### config.mk
export PLATFORM = sky130hd
export DESIGN_NAME = edge_pulse_generator
export DESIGN_NICKNAME = d
export VERILOG_FILES = /design/src/rtl/edge_pulse_generator.sv
export SDC_FILE = /design/constraint.sdc
export NUM_CORES = 1
export LEC_CHECK = 0
export BUFFER_PORTS_ARGS = -buffer_cell sky130_fd_sc_hd__buf_2
export CAP_MARGIN = 20
export CORE_MARGIN = 10
export CORE_UTILIZATION = 50
export CTS_BUF_LIST = sky130_fd_sc_hd__clkbuf_16
export DETAILED_ROUTE_END_ITERATION = 8
export GPL_ROUTABILITY_DRIVEN = 0
export GPL_TIMING_DRIVEN = 0
export PLACE_DENSITY = 0.83
export SYNTH_ARGS = -nofsm -noshare
export SYNTH_HDL_FRONTEND = slang
export SYNTH_SLANG_ARGS = --single-unit
### constraint.sdc
create_clock -name clk -period 4.7 [get_ports clk]
set_input_delay 0.47 -clock clk [delete_from_list [all_inputs] [get_ports clk]]
set_output_delay 0.47 -clock clk [all_outputs]
set_load 0.03 [all_outputs]
### src/rtl/edge_pulse_generator.sv
// Multi-channel edge pulse generator: each channel is synchronised, glitch filtered,
// edge qualified per run-time mode, then drives a stretchable pulse and a saturating edge count.
`timescale 1ns/1ps
module edge_pulse_generator #(
  parameter int CHANNELS      = 4,
  parameter int SYNC_STAGES   = 2,
  parameter int FILTER_CYCLES = 4,
  parameter int PULSE_CYCLES  = 1,
  parameter int CNT_WIDTH     = 16
) (
  input  logic                          clk,
  input  logic                          rst,
  input  logic [CHANNELS-1:0]           in_sig,
  input  logic [2*CHANNELS-1:0]         edge_mode,
  input  logic                          enable,
  input  logic                          count_clr,
  output logic [CHANNELS-1:0]           pulse_out,
  output logic [CHANNELS-1:0]           level_out,
  output logic [CHANNELS*CNT_WIDTH-1:0] edge_count
);

  localparam int FW = (FILTER_CYCLES > 1) ? $clog2(FILTER_CYCLES) : 1;
  localparam int PW = (PULSE_CYCLES > 1) ? $clog2(PULSE_CYCLES) : 1;

  localparam logic [FW-1:0]        FILT_LAST    = FW'(FILTER_CYCLES - 1);
  localparam logic [PW-1:0]        STRETCH_LOAD = PW'(PULSE_CYCLES - 1);
  localparam logic [CNT_WIDTH-1:0] CNT_MAX      = '1;

  genvar gi;
  generate
    for (gi = 0; gi < CHANNELS; gi++) begin : g_ch
      logic [SYNC_STAGES-1:0] sync_reg;
      logic [FW-1:0]          filt_cnt_reg;
      logic                   level_reg;
      logic [PW-1:0]          stretch_reg;
      logic                   pulse_reg;
      logic [CNT_WIDTH-1:0]   cnt_reg;
      logic                   s;
      logic                   toggle;
      logic                   qualified;
      logic [1:0]             mode;

      assign s    = sync_reg[SYNC_STAGES-1];
      assign mode = edge_mode[2*gi +: 2];

      // Level flips only after the new value has persisted FILTER_CYCLES cycles.
      assign toggle    = (s != level_reg) && (filt_cnt_reg == FILT_LAST);
      assign qualified = enable && toggle &&
                         ((!level_reg && mode[0]) || (level_reg && mode[1]));

      // Idle-high reset value keeps lines that rest high from producing an edge.
      always_ff @(posedge clk) begin
        if (rst) begin
          sync_reg <= '1;
        end else begin
          sync_reg <= {sync_reg[SYNC_STAGES-2:0], in_sig[gi]};
        end
      end

      always_ff @(posedge clk) begin
        if (rst) begin
          filt_cnt_reg <= '0;
          level_reg    <= 1'b1;
        end else if (s == level_reg) begin
          filt_cnt_reg <= '0;
        end else if (toggle) begin
          filt_cnt_reg <= '0;
          level_reg    <= s;
        end else begin
          filt_cnt_reg <= filt_cnt_reg + FW'(1);
        end
      end

      always_ff @(posedge clk) begin
        if (rst) begin
          pulse_reg   <= 1'b0;
          stretch_reg <= '0;
        end else if (!enable) begin
          pulse_reg   <= 1'b0;
          stretch_reg <= '0;
        end else if (qualified) begin
          pulse_reg   <= 1'b1;
          stretch_reg <= STRETCH_LOAD;
        end else if (pulse_reg) begin
          if (stretch_reg == '0) begin
            pulse_reg <= 1'b0;
          end else begin
            stretch_reg <= stretch_reg - PW'(1);
          end
        end
      end

      // A clear coinciding with an edge still records that edge.
      always_ff @(posedge clk) begin
        if (rst) begin
          cnt_reg <= '0;
        end else if (count_clr) begin
          cnt_reg <= qualified ? CNT_WIDTH'(1) : '0;
        end else if (qualified && (cnt_reg != CNT_MAX)) begin
          cnt_reg <= cnt_reg + CNT_WIDTH'(1);
        end
      end

      assign pulse_out[gi]                          = pulse_reg;
      assign level_out[gi]                          = level_reg;
      assign edge_count[gi*CNT_WIDTH +: CNT_WIDTH]  = cnt_reg;
    end
  endgenerate

endmodule

==> Implementation_results.wiki <==
{| class="wikitable"
! Metric !! Value
|-
| Global-route usage over all layers || 0.165
|-
| Antenna diode count || 0
|-
| Synth warn || 0
|-
| Maximum buffer depth of the clock tree || 2
|-
| Clk pin slew, worst setup/hold paths || 60 ps
|-
| Starting density of the core || 0.508
|-
| Number of placed cells counting well taps || 662
|-
| Source-to-sink clock delay at the later pin of the worst-skew pair || 340 ps
|-
| Number of buffers inserted for hold repair after clock tree synthesis || 0
|-
| Die outline height || 111 um
|-
| Synth cell types || 50
|-
| Setup repair after global routing missed its margin || no
|-
| Overall via count from detail_route || 3,769
|-
| Number of core rows || 33
|-
| Most used flip-flop cell after synthesis || sky130_fd_sc_hd__dfxtp_1
|-
| Proportion of layout cells with a drive suffix above 1 || 0.220
|-
| Max IR drop VDD || 0.000180 V
|-
| Setup crit start kind || flip-flop
|-
| Slowest stage cell, crit path || sky130_fd_sc_hd__nor4_1
|-
| Highest fanout seen on the critical path || 7
|-
| Sequential element share of the synthesized area || 0.426
|-
| Mapped cell area || 4140 sq um
|-
| Mean routed wirelength per cell || 15.5 um
|-
| Leakage Power || 1.90 nW
|-
| Gate Count Post-Synth || 472
|-
| Peak per-stage delay on the critical path || 920 ps
|-
| Layout Cells excl Fill || 678
|-
| Maximum number of pins on one net before global-route repair || 15
|-
| Final routed DRC violation total || 0
|-
| Share of the clock period used by the worst path || 0.497
|-
| Delay-heaviest family, CP || simple AND/OR/NAND/NOR gates
|-
| Setup TNS after final layout || 0 ps
|-
| Maximum clock frequency || 428 MHz
|-
| Sum of overflow across all layers after global routing || 0
|-
| Critical Path RT || 4920 ps
|-
| Setup bufs post-CTS || 0
|-
| Post-CTS Resized || 0
|-
| Top cell type's share of synthesized area || 0.426
|-
| Syn avg cell area || 8.76 sq um
|-
| Routed Antenna Nets || 0
|-
| Measured slew at the worst slew-check pin || 1020 ps
|-
| CP cell instances || ha_1 -> nand3_1 -> nor4_1 -> nor3b_1 -> xnor2_1 -> nor2_1
|-
| Max Clock Skew || 7.10 ps
|-
| Detail-routed via count per cell || 5.56
|-
| Master cell of the clock root buffer || sky130_fd_sc_hd__clkbuf_16
|-
| Most frequent standard cell in the layout excluding fill and tap cells || sky130_fd_sc_hd__dfxtp_1
|-
| Critical setup path kind || reg2reg
|-
| H-tree lvl count || 3
|-
| DRC violation total after the first TritonRoute iteration || 161
|-
| Top library cells by usage in the layout, fill and taps aside || sky130_fd_sc_hd__dfxtp_1 (88), sky130_fd_sc_hd__buf_2 (86), sky130_fd_sc_hd__nor2_1 (68)
|-
| Type of the most critical hold path || in2reg
|-
| Area of the core || 8130 sq um
|-
| Leading area contributor after synthesis || sky130_fd_sc_hd__dfxtp_1
|-
| Number of ports placed on the die boundary || 88
|-
| Number of synthesized flops with an enable pin || 0
|-
| TritonCTS Sinks || 88
|-
| Endpoints failing setup || 0
|-
| PD cells || 298 nW/um^2
|-
| Post-synthesis async set-or-reset flop share || 0
|-
| Wire length of the first global-routing pass || 17.4 mm
|-
| Net Count, Synth || 496
|-
| Die outline area || 12,300 sq um
|-
| Via count of the first global-routing pass || 3,652
|-
| Worst path buffer plus inverter count || 0
|-
| Max-slew violation total from the final report || 0
|-
| Outcome || finished clean
|-
| Synthesis-to-finish area growth || 20.4%
|-
| Number of maximum-capacitance violations || 0
|-
| Port Buf Inserts || 85
|-
| Worst slew slack as a fraction of its limit || 0.312
|-
| Die outline width || 111 um
|-
| Fin util || 0.612
|-
| Post-detailed-placement half-perimeter wirelength || 7.70 mm
|-
| Net count, final || 592
|-
| Clock period minus worst slack || 2340 ps
|-
| Synthesized flop and latch total || 88
|-
| Initial antenna violation count || 0
|-
| Category of the worst setup path capture point || flip-flop
|-
| Number of buffers created by CTS || 9
|-
| Routed wire length || 10.5 mm
|-
| First-pass iteration count of the detailed router || 4
|-
| CP arrival || 2550 ps
|-
| CTS tree || built
|-
| Max FFs per register || 64
|-
| Largest cells by area after synthesis || sky130_fd_sc_hd__dfxtp_1 (43%), sky130_fd_sc_hd__xnor2_1 (8.3%), sky130_fd_sc_hd__nor2_1 (6.2%), sky130_fd_sc_hd__nand4_1 (3.5%), sky130_fd_sc_hd__nand3_1 (2.7%)
|-
| Hold violation count in the final report || 0
|}
-- area by class of cell --
type	instances	area (sq um)
clock inverter	7	62.6
buffer	25	125
timing repair buffer	85	425
fill	687	3150
multi-input combinational	348	2210
sequential	88	1760
tap	105	131
clock buffer	9	225
inverter	11	41.3
-- report_power, final --
group / internal (mW) / leakage, nW / switching (mW)
logic: 0.0107 / 1.06 / 0.0220
registers: 0.750 / 0.711 / 0.00218
clock network: 0.406 / 0.136 / 0.294
total: 1.17 / 1.90 / 0.318
-- worst reg2reg max path, stage by stage, from the launching register on --
cell                      delay, ps
sky130_fd_sc_hd__dfxtp_1        450
sky130_fd_sc_hd__ha_1           210
sky130_fd_sc_hd__nand3_1        190
sky130_fd_sc_hd__nor4_1         920
sky130_fd_sc_hd__nor3b_1        180
sky130_fd_sc_hd__xnor2_1        200
sky130_fd_sc_hd__nor2_1          60
-- layer usage --
layer | track usage | vias up | wire [um]
met2 | 0.272 | 112 | 5000
li1 | - | 1887 | -
met1 | 0.195 | 1763 | 4660
met4 | 0.0477 | 0 | 71
met5 | 0 | - | 0
met3 | 0.0601 | 7 | 779
-- Yosys cell counts, types with 8 or more instances --
cell type and number:
sky130_fd_sc_hd__dfxtp_1 88, sky130_fd_sc_hd__nor2_1 68, sky130_fd_sc_hd__xnor2_1 39, sky130_fd_sc_hd__nand2_1 27, sky130_fd_sc_hd__nand4_1 23, sky130_fd_sc_hd__nand3_1 22
sky130_fd_sc_hd__nor4_1 16, sky130_fd_sc_hd__clkbuf_1 15, sky130_fd_sc_hd__nor3_1 15, sky130_fd_sc_hd__a21oi_1 11, sky130_fd_sc_hd__inv_1 11, sky130_fd_sc_hd__or3_1 11
sky130_fd_sc_hd__or4_1 10, sky130_fd_sc_hd__o211ai_1 9, sky130_fd_sc_hd__o21ai_0 9, sky130_fd_sc_hd__or2_2 9, sky130_fd_sc_hd__buf_4 8, sky130_fd_sc_hd__ha_1 8
sky130_fd_sc_hd__xor2_1 8
-- cell families (layout without fill, tap and decap cells) --
logic type | Yosys count | after routing | share of synthesized area
xor gates and xnor gates | 47 | 47 | 0.0995
and+or+nand+nor | 241 | 241 | 0.319
AOI/OAI and AO/OA | 50 | 50 | 0.0865
buffers and inverters | 36 | 137 | 0.0402
DFF | 88 | 88 | 0.426
adders and majority gates | 8 | 8 | 0.0242
muxes | 2 | 2 | 0.00484
-- path summary, 6_finish.rpt --
check                           cells past startpoint                start                  end  slack [ps]
worst max-delay path                                6   g_ch[2].cnt_reg[0]   g_ch[2].cnt_reg[2]        2360
worst min-delay path                                2            in_sig[2]  g_ch[2].sync_reg[0]         300
worst max register to register                      6   g_ch[2].cnt_reg[0]   g_ch[2].cnt_reg[2]        2360
worst min register to register                      1  g_ch[3].sync_reg[0]  g_ch[3].sync_reg[1]         410
-- through the flow --
step | setup slack, ps | instance area [sq um] | power, mW | hold WS (ps)
floorplan | 2560 | 4140 | 0.787 | 389
finish | 2360 | 4980 | 1.48 | 305
CTS | 2380 | 4980 | 1.49 | 304
detailed placement | 2380 | 4690 | 0.802 | 397
global placement | 2400 | 4690 | 0.801 | 393
global route | 2160 | 4980 | 1.52 | 309
No activity file was read; power rests on OpenSTA's default activity.
